==> src/rtl/serial_tx.sv <==
// serial_tx: parallel-to-serial transmitter with a valid/ready input handshake.
// Frame on an idle-high line: start bit (0), DATA_W data bits LSB first,
// optional even-parity bit, stop bit (1); every bit lasts CLKS_PER_BIT cycles.
// Optional feature macro: SERIAL_TX_PARITY_EN (adds the PARITY state and bit).
// The final stop-bit cycle is spent back in IDLE with o_done high, so a new
// handshake taken in the o_done cycle streams frames with no idle gap.
module serial_tx #(
  parameter int DATA_W       = 8,
  parameter int CLKS_PER_BIT = 4
) (
  input  logic              i_clk,
  input  logic              i_rst,
  input  logic [DATA_W-1:0] i_data,
  input  logic              i_valid,
  output logic              o_ready,
  output logic              o_tx,
  output logic              o_busy,
  output logic              o_done
);

  localparam int CW = $clog2(CLKS_PER_BIT) + 1;
  localparam int BW = $clog2(DATA_W) + 1;

  localparam logic [2:0] IDLE   = 3'd0;
  localparam logic [2:0] START  = 3'd1;
  localparam logic [2:0] DATA   = 3'd2;
`ifdef SERIAL_TX_PARITY_EN
  localparam logic [2:0] PARITY = 3'd3;
`endif
  localparam logic [2:0] STOP   = 3'd4;

  // Last cycle index of a normal bit.
  localparam logic [CW-1:0] CYC_LAST  = CW'(CLKS_PER_BIT - 1);
  // The stop bit's final cycle is the IDLE/o_done cycle, so STOP itself
  // only covers CLKS_PER_BIT-1 cycles.
  localparam logic [CW-1:0] STOP_LAST = CW'((CLKS_PER_BIT >= 2) ? CLKS_PER_BIT - 2 : 0);
  localparam logic [BW-1:0] BIT_LAST  = BW'(DATA_W - 1);
  // With one cycle per bit the whole stop bit is the IDLE/o_done cycle.
  localparam bit STOP_IN_IDLE = (CLKS_PER_BIT == 1);

  logic [2:0]        state;
  logic [CW-1:0]     cyc_cnt;
  logic [BW-1:0]     bit_cnt;
  logic [DATA_W-1:0] shreg;
  logic [DATA_W-1:0] shreg_nxt;
  logic              tx_q;
  logic              done_q;
  logic              cyc_end;
  logic              take;
  logic              shift_en;
`ifdef SERIAL_TX_PARITY_EN
  logic              parity;

  function automatic logic even_parity(input logic [DATA_W-1:0] d);
    return ^d;
  endfunction
`endif

  assign o_ready   = (state == IDLE);
  assign o_busy    = ~o_ready;
  assign o_tx      = tx_q;
  assign o_done    = done_q;

  assign cyc_end   = (cyc_cnt == CYC_LAST);
  assign take      = i_valid && o_ready && !i_rst;
  assign shift_en  = (state == DATA) && cyc_end && (bit_cnt != BIT_LAST);
  assign shreg_nxt = shreg >> 1;

  // Data path: capture the word on handshake, shift right at each data-bit end.
  always_ff @(posedge i_clk) begin
    if (take) begin
      shreg <= i_data;
`ifdef SERIAL_TX_PARITY_EN
      parity <= even_parity(i_data);
`endif
    end else if (shift_en) begin
      shreg <= shreg_nxt;
    end
  end

  // Control: frame state machine, bit/cycle counters, registered line and done pulse.
  always_ff @(posedge i_clk) begin
    if (i_rst) begin
      state   <= IDLE;
      cyc_cnt <= '0;
      bit_cnt <= '0;
      tx_q    <= 1'b1;
      done_q  <= 1'b0;
    end else begin
      done_q <= 1'b0;
      case (state)
        IDLE: begin
          if (i_valid) begin
            state   <= START;
            cyc_cnt <= '0;
            bit_cnt <= '0;
            tx_q    <= 1'b0;
          end
        end

        START: begin
          if (cyc_end) begin
            state   <= DATA;
            cyc_cnt <= '0;
            tx_q    <= shreg[0];
          end else begin
            cyc_cnt <= cyc_cnt + 1'b1;
          end
        end

        DATA: begin
          if (cyc_end) begin
            cyc_cnt <= '0;
            if (bit_cnt == BIT_LAST) begin
`ifdef SERIAL_TX_PARITY_EN
              state <= PARITY;
              tx_q  <= parity;
`else
              tx_q <= 1'b1;
              if (STOP_IN_IDLE) begin
                state  <= IDLE;
                done_q <= 1'b1;
              end else begin
                state <= STOP;
              end
`endif
            end else begin
              bit_cnt <= bit_cnt + 1'b1;
              tx_q    <= shreg_nxt[0];
            end
          end else begin
            cyc_cnt <= cyc_cnt + 1'b1;
          end
        end

`ifdef SERIAL_TX_PARITY_EN
        PARITY: begin
          if (cyc_end) begin
            cyc_cnt <= '0;
            tx_q    <= 1'b1;
            if (STOP_IN_IDLE) begin
              state  <= IDLE;
              done_q <= 1'b1;
            end else begin
              state <= STOP;
            end
          end else begin
            cyc_cnt <= cyc_cnt + 1'b1;
          end
        end
`endif

        STOP: begin
          tx_q <= 1'b1;
          if (cyc_cnt == STOP_LAST) begin
            state   <= IDLE;
            cyc_cnt <= '0;
            done_q  <= 1'b1;
          end else begin
            cyc_cnt <= cyc_cnt + 1'b1;
          end
        end

        default: begin
          state   <= IDLE;
          cyc_cnt <= '0;
          bit_cnt <= '0;
          tx_q    <= 1'b1;
        end
      endcase
    end
  end

endmodule

==> config.mk <==
export PLATFORM = sky130hd
export DESIGN_NAME = serial_tx
export DESIGN_NICKNAME = d
export VERILOG_FILES = /design/src/rtl/serial_tx.sv
export SDC_FILE = /design/constraint.sdc
export NUM_CORES = 1
export LEC_CHECK = 0
export ABC_CLOCK_PERIOD_IN_PS = 3400
export CAP_MARGIN = 20
export CORE_MARGIN = 1
export CORE_UTILIZATION = 28
export DETAILED_ROUTE_END_ITERATION = 12
export SYNTH_ARGS = -nofsm -noshare
export SYNTH_HDL_FRONTEND = slang
export SYNTH_SLANG_ARGS = --single-unit
export TNS_END_PERCENT = 10
==> constraint.sdc <==
create_clock -name i_clk -period 3.4 [get_ports i_clk]
set_input_delay 0.85 -clock i_clk [delete_from_list [all_inputs] [get_ports i_clk]]
set_output_delay 0.85 -clock i_clk [all_outputs]
set_load 0.02 [all_outputs]
## After elaboration in Yosys (flattened, before gate mapping)

Index checks and enable logic that the tools add are counted.

| storage, ports and cells | value |
|---|---|
| bits in registers | 20 |
| bits of input ports | 11 |
| logic and storage cells | 59 |

| operators by class | value |
|---|---|
| add/subtract/negate cells | 2 |
| equality and inequality tests | 13 |
| multiplexer cells | 22 |
| bitwise logic cells | 3 |
| reductions and logical operators | 13 |

Operators with widths:

| cell | count |
|---|---|
| $mux W3 | 8 |
| $mux W8 | 2 |
| $mux W4 | 3 |
| $pmux W3 S4 | 1 |
| $pmux W4 S3 | 1 |
| $ne A2 B2 Y1 const B | 5 |
| $eq A3 B2 Y1 const B | 3 |
| $pmux W3 S3 | 1 |
| $reduce_or A2 Y1 | 3 |
| $mux W1 | 5 |
| $reduce_and A5 Y1 | 1 |
| $add A4 B1 Y4 const B | 1 |
| $eq A4 B3 Y1 const B | 1 |
| $logic_and A1 B1 Y1 | 4 |
| $ne A4 B3 Y1 const B | 1 |
| $reduce_and A4 Y1 | 1 |
| $add A3 B1 Y3 const B | 1 |
| $eq A3 B1 Y1 const B | 1 |
| $eq A3 B3 Y1 const B | 1 |
| $logic_not A3 Y1 | 1 |
| $not A1 Y1 | 3 |
| $pmux W1 S3 | 1 |
| $reduce_and A3 Y1 | 1 |
| $ne A2 B1 Y1 const B | 1 |
| 2 further kinds | 2 |

## Depth between registers and ports, before layout

Gate-level depths: netlist (run 1).

| depth | value |
|---|---|
| depth in word-level cells | 5 |
| mapped depth | 7 |
| gate-level depth less buffers | 7 |

## Worst setup path before layout (run 1)

Ideal clock, no wire load.

| path | value |
|---|---|
| path type | register to output |
| start point | register state[0] |
| end point | output port o_ready |
| arrival | 1243 ps |
| data required time | 2550 ps |
| path slack | 1307 ps |
| cell stages (with the launch flop) | 5 |
| cells stage by stage | dfxtp_1 buf_6 clkbuf_1 or3_1 inv_1 |

| between the ends | value |
|---|---|
| longest elaborated chain between the ends | 1 |

RTL lines:

| element | RTL line | RTL |
|---|---|---|
| start, declared | 41 | `logic [2:0] state;` |
| start signal, assigned | 84 | `state <= IDLE;` |
| start signal, assigned | 94 | `state <= START;` |
| start signal, assigned | 103 | `state <= DATA;` |
| $logic_not A3 Y1 | 59 | `assign o_ready = (state == IDLE);` |
| end, declared | 15 | `output logic o_ready,` |

Every way passes these cells.

## Worst setup path in the final report (run 1)

Same ends and word-level chain as after synthesis.

==> results.yml, run 1 <==
run_status:
  outcome: "completed"
global_route:
  antenna_found_initial: 0
  grt_pass1_vias: 750
  gr-total-overflow: 0
  grt_pass1_wl_um: 3332
  track_usage_pct: 10.28
  grt_max_degree: 19
synthesis:
  ys.flop_type: "dfxtp_1"
  synthTopCellsByCount: "12 x dfxtp_1, 11 x a21oi_1, 8 x edfxtp_1"
  ys_seq_area_share_pct: 44.44
  ys_types: 33
  yosysMostFrequentCell: "dfxtp_1"
  syn_nets: 126
  synth_edf_count: 8
  yosysTopAreaCellShare_pct: 22.22
  synth-seq-cells: 20
  async_flop_share_pct: 0
  yosysWarnings: 0
  synth_area_um2: 1081
  syn_area_per_cell_um2: 9.828
  synth_largest_area_cell: "dfxtp_1"
  synth_area_leaders: "dfxtp_1 22%, edfxtp_1 22%, mux2_2 7.3%, ha_1 5.8%, a21oi_1 5.1%"
  syn_inst: 110
clocking:
  clkTransAtPathRegs_ps: 70
  cts_hold_buf: 0
  tritoncts: "built"
  cts_resized: 0
  clock_sinks: 20
  htreeDepth: 1
  postCtsSetupRepairBufs: 0
  clock_latency_ps: 260
  cts_buffers: 3
  cts_buffer_depth: 2
  cts_root_buffer: "clkbuf_8"
floorplanning:
  io_pins: 15
  fp.coreArea_um2: 3689
  dieArea_um2: 4113
  initial_core_util_pct: 29.31
  fp.dieH_um: 64.14
  num_rows: 22
  die-width_um: 64.14
route:
  routed_wl_um: 2013
  avgRoutedWirePerCell_um: 11.77
  vias: 833
  drcViolationCount: 0
  antenna_left: 0
  dr.pass1.iters: 4
  viasPerCell: 4.871
  drt_iter0_markers: 18
power_and_ir_drop:
  leakagePower_nw: 0.4704
  p_seq_share_pct: 47.4
  switching_share_pct: 20.27
  p_comb_share_pct: 9.8
  p_sw_mw: 0.1132
  p_int_mw: 0.4455
  pwr-share-clk_pct: 42.8
  pwr_density_cell_nw_per_um2: 422.1
  vdd_drop_max_mv: 0.3462
worst_hold_path:
  hold_path_class: "reg -> reg"
sta:
  fmaxAchievable_ghz: 0.3739
  skew_ps: 6.915
  final_max_slew_viol_count: 0
  min_period_ps: 2675
  tightest_slew_ps: 573.1
  rsz0062_at_grt: "no"
  hold_violations: 0
  fin_crit_sh_pct: 78.67
  relSlewSlack_pct: 61.71
  setup_violations: 0
  timing.setup.tns_ps: 0
layout:
  antenna_cells: 0
  drive_above_1_share_pct: 11.38
  final_area_um2: 1324
  fin_nets: 140
  syn_to_final_growth_pct: 22.45
worst_setup_path:
  cp_data_arrival_time_ps: 1820
  reg2reg_setup_slack_ps: 1260
  crit_fanout: 18
  endpoint_kind: "primary output"
  startpoint_type: "flop"
  path_class: "reg -> out"
  crit_required_ps: 2550
placement:
  dpl-instance-area_um2: 1247
  port_buffers: 14
  hpwl_um: 1443
  place.gp.congestion: 0.7429
flow_run:
  drv_cap: 0
[metal layers]
metal | up-vias | global-route usage [%] | wire length, um
met5 | - | 0 | 0
met4 | 0 | 1.667 | 12
met3 | 2 | 3.214 | 76
met2 | 14 | 17.02 | 925
met1 | 392 | 13.28 | 998
li1 | 425 | - | -
[flip-flops by register name (all words and copies together) (netlist names)]
| register | cells |
|---|---|
| cyc_cnt | 3 |
| shreg | 8 |
| state | 3 |
| o_done | 1 |
| bit_cnt | 4 |
| o_tx | 1 |
[power by group through the flow]
stage               Sequential (mW)  Combinational, mW  Clock, mW
finish                        0.265             0.0549      0.239
detailed placement            0.270             0.0549          0
CTS                           0.265             0.0552      0.243
floorplan                     0.267             0.0357          0
global route                  0.266             0.0604      0.252
global placement              0.270             0.0537          0
[critical path: stages (launching register included)]
cell	delay, ps
dfxtp_1	490
or3_1	440
inv_1	60
clkdlybuf4s50_1	590
[path summary, 6_finish.rpt]
check | endpoint | from | cells after the start
max | o_ready | state[0] | 3
min | o_tx | o_tx | 1
max reg2reg | shreg[6] | cyc_cnt[0] | 5
min reg2reg | o_tx | o_tx | 1
[cell usage in the layout, fill, tap and decap left out]
cell / instances
nor2_1: 7
xnor2_1: 1
edfxtp_1: 8
nor3_1: 5
nand2_1: 5
inv_1: 5
buf_2: 1
dfxtp_1: 12
clkbuf_8: 3
nor2b_1: 1
nor4b_2: 1
nand3_1: 4
o21ai_1: 1
nand4b_1: 1
nand4_1: 2
or3_1: 3
a21oi_1: 11
bufinv_16: 1
a2bb2oi_1: 1
and3b_1: 1
clkdlybuf4s50_1: 14
o21ai_0: 3
a21o_1: 4
mux2_2: 7
nand3_2: 1
o31ai_1: 2
nand2b_1: 5
a211oi_1: 2
nor3b_1: 2
mux2i_1: 2
ha_1: 5
a2111oi_1: 1
nand3b_1: 1
[per-stage QoR]
stage                     utilization [%]  worst slack (ps)  instances  power, mW  hold WS [ps]
after global placement              33.82             692.1        166     0.3237         449.1
after floorplan                         -              1307        110     0.3031         451.8
after global routing                35.89             625.7        171     0.5788         498.9
after detailed placement            33.82             635.5        166     0.3253         448.9
final                               35.89             725.2        171     0.5587         459.3
after CTS                           35.75             718.4        170     0.5626         466.6
[cell families (layout without fill, tap and decap cells)]
family,count (synthesis),count (layout),share of synthesized area (%)
simple gates,39,39,20.72
compound gates,25,25,14.23
flops,20,20,44.44
buf+inv,11,24,4.861
mux,9,9,9.144
fa+ha+maj,5,5,5.787
xor+xnor,1,1,0.8103
[layout make-up]
cell class,instances,area (um2)
clock buffer,3,41.29
clock inverter,1,30.03
fill,386,2365
inverter,5,18.77
multi-input combinational,79,548.0
sequential,20,480.5
tap,48,60.06
timing repair buffer,15,145.1
Power figures use the tool's default switching activity.
==> run 2: changes to the inputs <==
Settings changed: ABC_CLOCK_PERIOD_IN_PS 3400 to 2300.
Clock period 3.4 ns to 2.3 ns, I/O delays scaled along.
==> run 2 against run 1 <==
Non-clock buffer count grew 7. Sequential share of layout area shrank 1.4 points. Global-route usage is 0.94 points higher. Critical path depth unchanged. Via count grew 3.1%. Combinational power grew 66%.
==> results.yml, run 2 (synthesis results as in run 1) <==
placement:
  port_buffers: 14
  dpl-instance-area_um2: 1300
  hpwl_um: 1538
  place.gp.congestion: 0.7761
worst_setup_path:
  r2r_cells: 5
  cp_data_arrival_time_ps: 1600
  reg2reg_setup_slack_ps: 470
  rr_startpoint: "cyc_cnt[0]"
  r2r_end: "shreg[5]"
  endpoint_kind: "primary output"
  startpoint_type: "flop"
  path_class: "reg -> out"
  crit_fanout: 2
  crit_required_ps: 1730
power_and_ir_drop:
  vdd_drop_max_mv: 0.2664
  pwr_density_cell_nw_per_um2: 597.6
  leakagePower_nw: 0.5051
sta:
  hold_violations: 0
  relSlewSlack_pct: 70.16
  timing.setup.tns_ps: 0
  fmaxAchievable_ghz: 0.4607
  final_max_slew_viol_count: 0
  fin_crit_sh_pct: 94.38
  skew_ps: 6.068
  min_period_ps: 2171
  hold_slack_ps: 463.2
  setup_violations: 0
  tightest_slew_ps: 446.5
  rsz0062_at_grt: "no"
floorplanning:
  initial_core_util_pct: 29.31
  dieArea_um2: 4113
  io_pins: 15
  fp.dieH_um: 64.14
  fp.coreArea_um2: 3689
  num_rows: 22
  die-width_um: 64.14
route:
  routed_wl_um: 1986
  drt_iter0_markers: 9
  vias: 859
  viasPerCell: 4.826
  dr.pass1.iters: 4
  avgRoutedWirePerCell_um: 11.16
  antenna_left: 0
  drcViolationCount: 0
clocking:
  clock_latency_ps: 260
  cts_buffer_depth: 2
  clock_sinks: 20
  cts_buffers: 3
  htreeDepth: 1
  cts_resized: 0
  cts_hold_buf: 0
  cts_root_buffer: "clkbuf_8"
  clkTransAtPathRegs_ps: 80
  tritoncts: "built"
  postCtsSetupRepairBufs: 0
global_route:
  grt_max_degree: 17
  grt_pass1_vias: 883
  antenna_found_initial: 0
  grt_pass1_wl_um: 3698
  gr-total-overflow: 0
  track_usage_pct: 11.22
layout:
  fin_nets: 147
  post-route-util_pct: 37.31
  final_common_cell: "clkdlybuf4s50_1"
  largest_reg_flops: 8
  drive_above_1_share_pct: 16.15
  reg_top3: "shreg x8, bit_cnt x4"
  antenna_cells: 0
  layout_common_cells: "14 x clkdlybuf4s50_1, 12 x dfxtp_1, 11 x a21oi_1"
  largest_register: "shreg"
  syn_to_final_growth_pct: 27.31
  final_area_um2: 1376
worst_hold_path:
  hold_path_class: "reg -> reg"
  hold-path-cell-count: 1
  holdCritStartpoint: "o_tx"
  holdPathEnd: "o_tx"
flow_run:
  drv_cap: 0
run_status:
  outcome: "completed"
-- run 2: cell types whose count changed in the layout (fill, tap and decap cells not counted), sizes merged --
cell and delta:
buf +7
-- run 2: worst max-delay path by stage --
stage | cells past startpoint | end | from
finish | 3 | o_ready | state[1]
global route | 3 | o_ready | state[1]
CTS | 4 | shreg[7] | cyc_cnt[0]
detailed placement | 4 | shreg[7] | cyc_cnt[0]
global placement | 4 | shreg[7] | cyc_cnt[0]
floorplan | 5 | shreg[0] | cyc_cnt[0]
-- run 2: area by class of cell --
class                           count  area (um2)
Tap cell                           48       60.06
Timing Repair Buffer               22       197.7
Clock buffer                        3       41.29
Sequential cell                    20       480.5
Fill cell                         398        2312
Multi-Input combinational cell     79       548.0
Clock inverter                      1       30.03
Inverter                            5       18.77
-- run 2: metrics by stage --
| stage | worst slack (ps) | power [mW] | std cells |
|---|---|---|---|
| floorplan | 299.4 | 0.4481 | 110 |
| global placement | 182.1 | 0.4835 | 173 |
| detailed placement | 116.2 | 0.4860 | 173 |
| CTS | 99.43 | 0.8316 | 177 |
| global route | 42.66 | 0.8605 | 178 |
| finish | 129.2 | 0.8225 | 178 |
-- run 2: critical path, cell delays in order, from the launching register on --
cell and delay [ps]:
dfxtp_1 310, or3_1 380, inv_1 60, clkdlybuf4s50_1 590
-- run 2: routing by layer --
metal | global-route usage [%] | vias to the layer above | routed length (um)
met2 | 18.75 | 14 | 934
met5 | 0 | - | 0
met1 | 14.58 | 404 | 976
met3 | 1.607 | 2 | 62
met4 | 4.167 | 0 | 13
li1 | - | 439 | -
-- run 2: power by group --
part           leakage, nW  internal [mW]  switching [mW]
logic                0.298         0.0500          0.0413
registers            0.172          0.381         0.00554
clock network       0.0357          0.232           0.113
==> run 3: changes to the inputs <==
Settings changed: CORE_UTILIZATION 28 to 40.
==> run 3 against run 2 <==
First-iteration DRC count shrank 33%. Worst hold slack better by 12 ps. Sequential power barely moved. Register-to-register slack got worse by 90 ps. Sequential share of layout area is 1.3 points higher. Global-route usage up 5.7 points. Clock skew shrank 0.95 ps. Clock-buffer cell count unchanged. Design area fell by 3.6%. Worst setup slack better by 42 ps.
==> results.yml, run 3 (synthesis results as in run 1) <==
run_status:
  outcome: "completed"
placement:
  hpwl_um: 1517
  place.gp.congestion: 0.8230
  placedCellCount: 157
  pre_cts_ws_ps: 84.48
  port_buffers: 14
sta:
  min_period_ps: 2128
  hold_violations: 0
  final_max_slew_viol_count: 0
  tightest_slew_ps: 564.4
  relSlewSlack_pct: 62.05
  rsz0062_at_grt: "no"
  fmaxAchievable_ghz: 0.4698
  timing.setup.tns_ps: 0
  setup_violations: 0
  fin_ws_ps: 171.6
  hold_slack_ps: 474.9
  skew_ps: 5.114
  fin_crit_sh_pct: 92.54
floorplanning:
  fp.coreArea_um2: 2522
  fp.dieH_um: 53.99
  io_pins: 15
  die-width_um: 53.99
  initial_core_util_pct: 42.86
  dieArea_um2: 2914
  num_rows: 18
worst_setup_path:
  path_class: "reg -> out"
  crit_required_ps: 1730
  endpoint_kind: "primary output"
  startpoint_type: "flop"
  path_delay_family: "buffers and inverters"
  startpoint: "state[1]"
  cp_data_arrival_time_ps: 1550
  crit_fanout: 2
  slowest_delay_ps: 540
  path_cells: "or3_1, clkdlybuf4s50_1"
  rr_startpoint: "cyc_cnt[1]"
  path_buf_inv: 1
  critPathSlowestCell: "clkdlybuf4s50_1"
power_and_ir_drop:
  p_sw_mw: 0.1600
  vdd_drop_max_mv: 0.3794
  switching_share_pct: 24.33
  leakagePower_nw: 0.5009
  pwr_density_cell_nw_per_um2: 495.7
  pwr-share-clk_pct: 26.6
  p_comb_share_pct: 14.9
  p_seq_share_pct: 58.6
  p_int_mw: 0.4975
layout:
  largest_reg_flops: 8
  final_common_cell: "clkdlybuf4s50_1"
  num-fill-cells: 245
  register_area_um2: 480.5
  fin_cells: 162
  antenna_cells: 0
  fin_nets: 149
  largest_register: "shreg"
  syn_to_final_growth_pct: 22.68
  multi_input_area_um2: 548.0
  reg_top3: "shreg x8, bit_cnt x4"
  post-route-util_pct: 52.58
  layout_common_cells: "13 x clkdlybuf4s50_1, 12 x dfxtp_1, 11 x a21oi_1"
  drive_above_1_share_pct: 16.67
route:
  antenna_left: 0
  drt_iter0_markers: 6
  dr.pass1.iters: 4
  avgRoutedWirePerCell_um: 12.48
  viasPerCell: 5.173
  vias: 838
  routed_wl_um: 2021
  drcViolationCount: 0
global_route:
  antenna_found_initial: 0
  grt_pass1_wl_um: 3456
  track_usage_pct: 16.95
  use_met3_pct: 5.932
  grt_pass1_vias: 771
  use_met2_pct: 28.19
  gr-total-overflow: 0
  grtUsageMet1_pct: 20.88
  busiest_layer: "met2"
  grt_max_degree: 18
clocking:
  cts_hold_buf: 0
  tritoncts: "built"
  clock_latency_ps: 310
  cts_buffers: 3
  clock_sinks: 20
  htreeDepth: 1
  clkTransAtPathRegs_ps: 110
  cts_buffer_depth: 2
  cts_root_buffer: "clkbuf_4"
flow_run:
  drv_cap: 0
worst_hold_path:
  holdCritStartpoint: "o_tx"
  hold_path_class: "reg -> reg"
[run 3: layout make-up]
type                    count  area share [%]
repair buffers             24           16.23
clock inverters             1          0.2830
flip-flops and latches     20           36.23
inverters                   5           1.415
multi-input cells          79           41.32
clock buffers               3           1.698
well taps                  30           2.830
[run 3: what timing repair did]
item	4_1_cts	5_1_grt
setup buffers	0	0
resized for setup	0	1
setup endpoints to repair	0	1
[run 3: metal layers]
layer	routed length, um	vias to the layer above
met5	0	-
met4	13	0
met3	69	4
met2	924	9
met1	1014	379
li1	-	446
[run 3: power groups by stage]
stage	clock, mW	sequential, mW	combinational (mW)
6_report	0.175	0.385	0.0976
5_1_grt	0.197	0.386	0.108
4_1_cts	0.178	0.386	0.0979
3_5_place_dp	0	0.394	0.0972
3_3_place_gp	0	0.393	0.0955
2_1_floorplan	0	0.395	0.0528
[run 3: final timing paths]
path / to / depth (start not counted) / slack (ps)
worst max register to register: shreg[2] / 5 / 380
worst min register to register: o_tx / 1 / 470
worst max-delay path: o_busy / 2 / 170
worst min-delay path: o_tx / 1 / 470
[run 3: through the flow]
| stage | cell area [um2] | power, mW |
|---|---|---|
| 2_1_floorplan | 1081 | 0.4481 |
| 3_3_place_gp | 1292 | 0.4884 |
| 3_5_place_dp | 1292 | 0.4910 |
| 4_1_cts | 1319 | 0.6614 |
| 5_1_grt | 1326 | 0.6916 |
| 6_report | 1326 | 0.6574 |
[run 3: worst register-to-register path, delay by kind of cell, from the launching register on]
family / cells / cell delay [ps]
AO/OA/AOI/OAI: 1 / 510
flip-flops: 1 / 410
buffers and inverters: 1 / 280
AND/OR/NAND/NOR: 2 / 260
adder cells (fa/ha/maj): 1 / 180
